==> src/rtl/sram_like_bridge.sv <==
// CPU SRAM port to SRAM-like bus adapter. Each CPU access becomes one bus transaction, and a flush drops a response that is already in flight.
// Stall lasts at least one cycle and covers request, wait and orphan-drain time. DONE is held until longest_stall drops.
module sram_like_bridge #(
  parameter int ADDR_W = 32,
  parameter int DATA_W = 32,
  parameter int MODE   = 0
) (
  input  logic                clk,
  input  logic                rst,
  input  logic                sram_en,
  input  logic [DATA_W/8-1:0] sram_wen,
  input  logic [ADDR_W-1:0]   sram_addr,
  input  logic [DATA_W-1:0]   sram_wdata,
  output logic [DATA_W-1:0]   sram_rdata,
  output logic                stall,
  input  logic                longest_stall,
  input  logic                flush,
  output logic                req,
  output logic                wr,
  output logic [2:0]          size,
  output logic [ADDR_W-1:0]   addr,
  output logic [DATA_W-1:0]   wdata,
  input  logic                addr_ok,
  input  logic                data_ok,
  input  logic [DATA_W-1:0]   rdata
);

  localparam int NB   = DATA_W / 8;
  localparam int OFFW = $clog2(NB);

  typedef enum logic [1:0] {
    S_IDLE    = 2'd0,
    S_WAIT    = 2'd1,
    S_DONE    = 2'd2,
    S_DISCARD = 2'd3
  } state_t;

  state_t            state_q, state_d;
  logic [DATA_W-1:0] rdata_q, rdata_d;
  logic              pend_wr_q, pend_wr_d;
  logic [2:0]        wr_size;
  logic [OFFW-1:0]   wr_off;
  logic              addr_lo_unused;

  assign addr_lo_unused = ^sram_addr[OFFW-1:0];

  // A store narrows only when its enables form one naturally aligned 2^k-byte run.
  always_comb begin
    wr_size = 3'(OFFW);
    wr_off  = '0;
    for (int k = 0; k <= OFFW; k++) begin
      for (int p = 0; p < NB; p++) begin
        if ((p % (1 << k)) == 0 && sram_wen == (NB'((1 << (1 << k)) - 1) << p)) begin
          wr_size = 3'(k);
          wr_off  = OFFW'(p);
        end
      end
    end
  end

  assign wr         = (MODE != 0) && (|sram_wen);
  assign size       = wr ? wr_size : 3'(OFFW);
  assign addr       = {sram_addr[ADDR_W-1:OFFW], (wr ? wr_off : {OFFW{1'b0}})};
  assign wdata      = sram_wdata;
  assign sram_rdata = rdata_q;
  assign stall      = ~rst & ((sram_en & (state_q != S_DONE)) | (state_q == S_DISCARD));

  always_comb begin
    state_d   = state_q;
    rdata_d   = rdata_q;
    pend_wr_d = pend_wr_q;
    req       = 1'b0;
    case (state_q)
      S_IDLE: begin
        req = sram_en & ~flush & ~rst;
        if (req && addr_ok) begin
          pend_wr_d = wr;
          if (data_ok) begin
            state_d = S_DONE;
            if (!wr) rdata_d = rdata;
          end else begin
            state_d = S_WAIT;
          end
        end
      end
      S_WAIT: begin
        if (data_ok) begin
          state_d = flush ? S_IDLE : S_DONE;
          if (!flush && !pend_wr_q) rdata_d = rdata;
        end else if (flush) begin
          state_d = S_DISCARD;
        end
      end
      S_DONE: begin
        if (!longest_stall || flush) state_d = S_IDLE;
      end
      S_DISCARD: begin
        if (data_ok) state_d = S_IDLE;
      end
      default: state_d = S_IDLE;
    endcase
  end

  always_ff @(posedge clk or posedge rst) begin
    if (rst) begin
      state_q   <= S_IDLE;
      rdata_q   <= '0;
      pend_wr_q <= 1'b0;
    end else begin
      state_q   <= state_d;
      rdata_q   <= rdata_d;
      pend_wr_q <= pend_wr_d;
    end
  end

endmodule

==> config.mk <==
export PLATFORM = sky130hd
export DESIGN_NAME = sram_like_bridge
export DESIGN_NICKNAME = d
export VERILOG_FILES = /design/src/rtl/sram_like_bridge.sv
export SDC_FILE = /design/constraint.sdc
export NUM_CORES = 1
export LEC_CHECK = 0
export ABC_AREA = 1
export BUFFER_PORTS_ARGS = -buffer_cell sky130_fd_sc_hd__buf_2
export CORE_MARGIN = 5
export CORE_UTILIZATION = 35
export CTS_CLUSTER_DIAMETER = 80
export DETAILED_ROUTE_END_ITERATION = 6
export PLACE_DENSITY = 0.81
export REMOVE_ABC_BUFFERS = 1
export SYNTH_ARGS = -nofsm -noshare
export SYNTH_HDL_FRONTEND = slang
export SYNTH_SLANG_ARGS = --single-unit
export TNS_END_PERCENT = 20
==> constraint.sdc <==
create_clock -name clk -period 4 [get_ports clk]
set_clock_uncertainty 0.2 [all_clocks]
set_input_delay 0.2 -clock clk [delete_from_list [all_inputs] [get_ports clk]]
set_output_delay 0.2 -clock clk [all_outputs]
set_load 0.005 [all_outputs]
After elaboration in Yosys (flattened, before gate mapping)
Index checks and enable logic that the tools add are counted.
- output and inout bits: 102
- logic and storage cells: 42
- input port bits: 107
- register bits after elaboration: 34
- bitwise logic cells: 7
- reductions and logical operators: 8
- mux-type cells: 14
- equality and inequality tests: 11
- operator list (kind ; number):
    32-bit 2-to-1 mux ; 4
    32-bit one-hot mux with 2 select lines ; 1
    2-bit 2-to-1 mux ; 7
    2-bit != test, second input constant ; 7
    2-bit one-hot mux with 4 select lines ; 1
    5-bit AND reduction ; 1
    1-bit AND ; 4
    2-bit equality test, second input constant ; 2
    4-bit AND reduction ; 1
    3-bit != test, second input constant ; 1
    2-bit by 1-bit equality test with 1-bit output, second input constant ; 1
    1-bit logical NOT ; 2
    2-bit logical NOT ; 1
    1-bit NOT ; 2
    2-bit nonzero test ; 1
    1-bit logical AND ; 1
    1-bit logical OR ; 1
    1-bit 2-to-1 mux ; 1
    1-bit OR ; 1

Longest topological paths before layout
- depth after elaboration: 6
- gate-level depth with buffers: 7
- depth with buffers taken out: 6

Least setup slack after synthesis
OpenSTA, ideal clock, no wires.
- path kind: input -> register
- from: input port rst
- to: register rdata_q[0], in the netlist sram_rdata[0]
- stages on the path: 7
- data required time: 3684 ps
- setup time: 116 ps
- data arrival time: 1683 ps
- setup slack: 2001 ps
- buffers on the path: 1
- path through: inv_1 nand4_1 nand2_1 nand2_2 buf_2 nand2_1 nand2_1
- cells in the longest elaborated chain, start to end: 5
- ends and longest elaborated chain (what ; RTL line ; RTL):
    start, declared ; 9 ; input logic rst,
    1-bit NOT ; 75 ; req = sram_en & ~flush & ~rst;
    1-bit AND ; 75 ;
    1-bit logical AND ; 76 ; if (req && addr_ok) begin
    2-bit != test (no source line) ; n/a ;
    5-bit AND reduction (no source line) ; n/a ;
    end signal, assigned ; 111 ; rdata_q <= rdata_d;
    end, declared ; 39 ; logic [DATA_W-1:0] rdata_q, rdata_d;
Every way passes these cells.
A chain may end at the register's enable or synchronous reset.

Worst setup path after layout
- from: input port rst
- to: register rdata_q[18], in the netlist sram_rdata[18]
The elaborated chain is that of the path after synthesis.

==> metrics.cfg <==
[grt]
grt_overflow = 0
antenna_found_initial = 0
grtUsageMet3_pct = 15.9
grt_usage_pct = 19.9
grt_pass1_vias = 1590
use_met1_pct = 18.1
grt_busiest_layer = met2
grt_pass1_wl_um = 10300
use_met2_pct = 32.7
grt_max_degree = 37

[floorplanning]
die_area_um2 = 7200
start_util_pct = 35.8
ioPinCount = 209
core_um2 = 5470
die_h_um = 84.9
rows = 27
die_w_um = 84.9

[detailed_routing]
routedWlPerCell_um = 21.4
vias = 1658
wirelength_um = 7570
drt_iter0_drc = 35
first_pass_iters = 4
antenna_left = 0
viasPerCell = 4.70
drc = 0

[critical_path]
cp.required_ps = 3960
path_class = in2reg
crit_arrival_ps = 2450
crit_fanout = 32
startpoint_type = input pin
cp-end-kind = flop

[logic_synthesis]
synth_xor_area_share_pct = 0
avgSynthCellArea_um2 = 8.21
synth_mux_area_share_pct = 0
synth_top_family_by_area = buffers and inverters
ys_types = 15
ys_seq_area_share_pct = 43.4
yosys.area_share.simple_pct = 25.7
synth_fa_ha_area_share_pct = 0
synth_warnings = 0
synthCells = 239
synth.cell_area_um2 = 1960
synth_compound_area_share_pct = 1.02
yosys_register_bits = 34

[timing]
fin_crit_ps = 2490
slew_headroom_pct = 50.9
hold_viol_final = 0
max_freq_mhz = 402
finalCritPeriodShare_pct = 62.2
tightest_slew_ps = 735
drv_slew = 0
rsz0062_at_grt = false
finalSetupTns_ps = 0
finalSetupViolCount = 0

[placed_design]
port_buffers = 72
hpwlAfterDp_um = 5860
place.gp.congestion = 0.876

[pwr]
clkPwrFrac_pct = 20.6
leakagePower_nw = 1.31
p_sw_mw = 0.503
power_density_nw_per_um2 = 605
seq_power_share_pct = 41.6
switching_share_pct = 35.7
pwr-share-comb_pct = 37.8
p_int_mw = 0.906
irDropWorstVdd_mv = 0.223

[cts]
clock_latency_ps = 270
cts_buffers = 5
cts_tree = built
h-tree-depth = 2
clock_sinks = 34
cts-root-buf = clkbuf_8
cts.clk_slew.worst_paths_ps = 70
clock_path_buffers = 2

[flow_run]
drv_cap = 0

[finish]
utilization_pct = 42.6
drive_gt1_share_pct = 30.2
area_growth_pct = 18.7
nets = 387
num_antenna_cells = 0
fillCellCount = 549

[status]
outcome = completed

[min_path]
min_path_type = in2reg

-- cell families after synthesis --
logic type	count (synthesis)
buf+inv	83
compound gates	3
flops	34
simple gates	117
other cells	2
-- cells in the final DEF (no fill, tap or decap) --
cell and count:
conb_1 6, nand4_1 1, a21oi_1 1, inv_1 5, buf_4 3, nand2_1 72
nor2_1 6, dfrtp_1 34, dlygate4sd3_1 33, o21ai_0 1, buf_2 72, o211a_1 1
nor3_1 1, nor3b_4 1, nand2_2 1, nand3_1 35, clkbuf_8 8
-- synthesized netlist by cell type --
library cell / n / share of area [%]
conb_1: 2 / 0.38
nand2_1: 72 / 14
nand3_1: 35 / 8.9
buf_4: 68 / 26
a21oi_1: 1 / 0.25
o211a_1: 1 / 0.51
nor3_1: 1 / 0.25
o21ai_0: 1 / 0.25
buf_2: 10 / 2.6
nor3b_4: 1 / 0.96
inv_1: 5 / 0.96
nand2_2: 1 / 0.32
nand4_1: 1 / 0.32
dfrtp_1: 34 / 43
nor2_1: 6 / 1.1
-- worst paths after layout --
path / startpoint / cells past startpoint / slack (ps) / to
max in group asynchronous: rst / 4 / 2830 / sram_rdata[13]$_DFFE_PP0P_
worst max register to register: state_q[1]$_DFFE_PP0P_ / 5 / 1670 / sram_rdata[18]$_DFFE_PP0P_
worst min register to register: sram_rdata[24]$_DFFE_PP0P_ / 2 / 270 / sram_rdata[24]$_DFFE_PP0P_
min in group asynchronous: rst / 4 / 450 / sram_rdata[30]$_DFFE_PP0P_
worst max-delay path: rst / 8 / 1510 / sram_rdata[18]$_DFFE_PP0P_
worst min-delay path: data_ok / 4 / 20 / state_q[0]$_DFFE_PP0P_
-- stage by stage --
stage,total power [mW],hold slack [ps],cell area [µm²],setup WS (ps),cells
global route,1.52,30.9,2330,1310,353
finish,1.41,21.0,2330,1510,353
detailed placement,1.10,184,1890,1730,312
floorplan,0.837,148,1420,1330,165
CTS,1.42,14.0,2330,1560,353
global placement,1.08,193,1890,1800,312
-- timing repair --
action | 4_1_cts | 5_1_grt
hold buffers | 33 | 0
gates resized for setup | 0 | 0
endpoints found under the hold margin | 66 | 0
buffers inserted | 0 | 0
-- worst max-delay path: stages --
cell	delay (ps)
dlygate4sd3_1	540
buf_2	140
inv_1	70
nand4_1	90
nand2_1	560
nand2_2	570
nand2_1	200
nand2_1	60
-- power by group through the flow --
stage / registers (mW) / clock network [mW] / logic (mW)
after floorplan: 0.603 / 0 / 0.235
after global placement: 0.582 / 0 / 0.496
after detailed placement: 0.587 / 0 / 0.511
after CTS: 0.584 / 0.302 / 0.535
after global routing: 0.602 / 0.318 / 0.596
final: 0.586 / 0.290 / 0.533
-- flip-flops by register name (all words and copies together) (netlist names) --
register / cells
sram_rdata: 32
state_q: 2
-- per-layer routing --
layer,part of all wire [%],vias to the layer above
met5,0.26,-
met4,4.3,2
met3,17,13
met2,47,146
met1,32,741
li1,-,756
-- layout make-up --
cell class / count / area (µm²) / share of cell area, %
timing repair buffer: 108 / 713 / 30.6
tap: 72 / 90.1 / 3.87
clock buffer: 8 / 110 / 4.73
sequential: 34 / 851 / 36.5
inverter: 5 / 18.8 / 0.806
multi-input combinational: 126 / 547 / 23.5
Power figures use the tool's default switching activity.
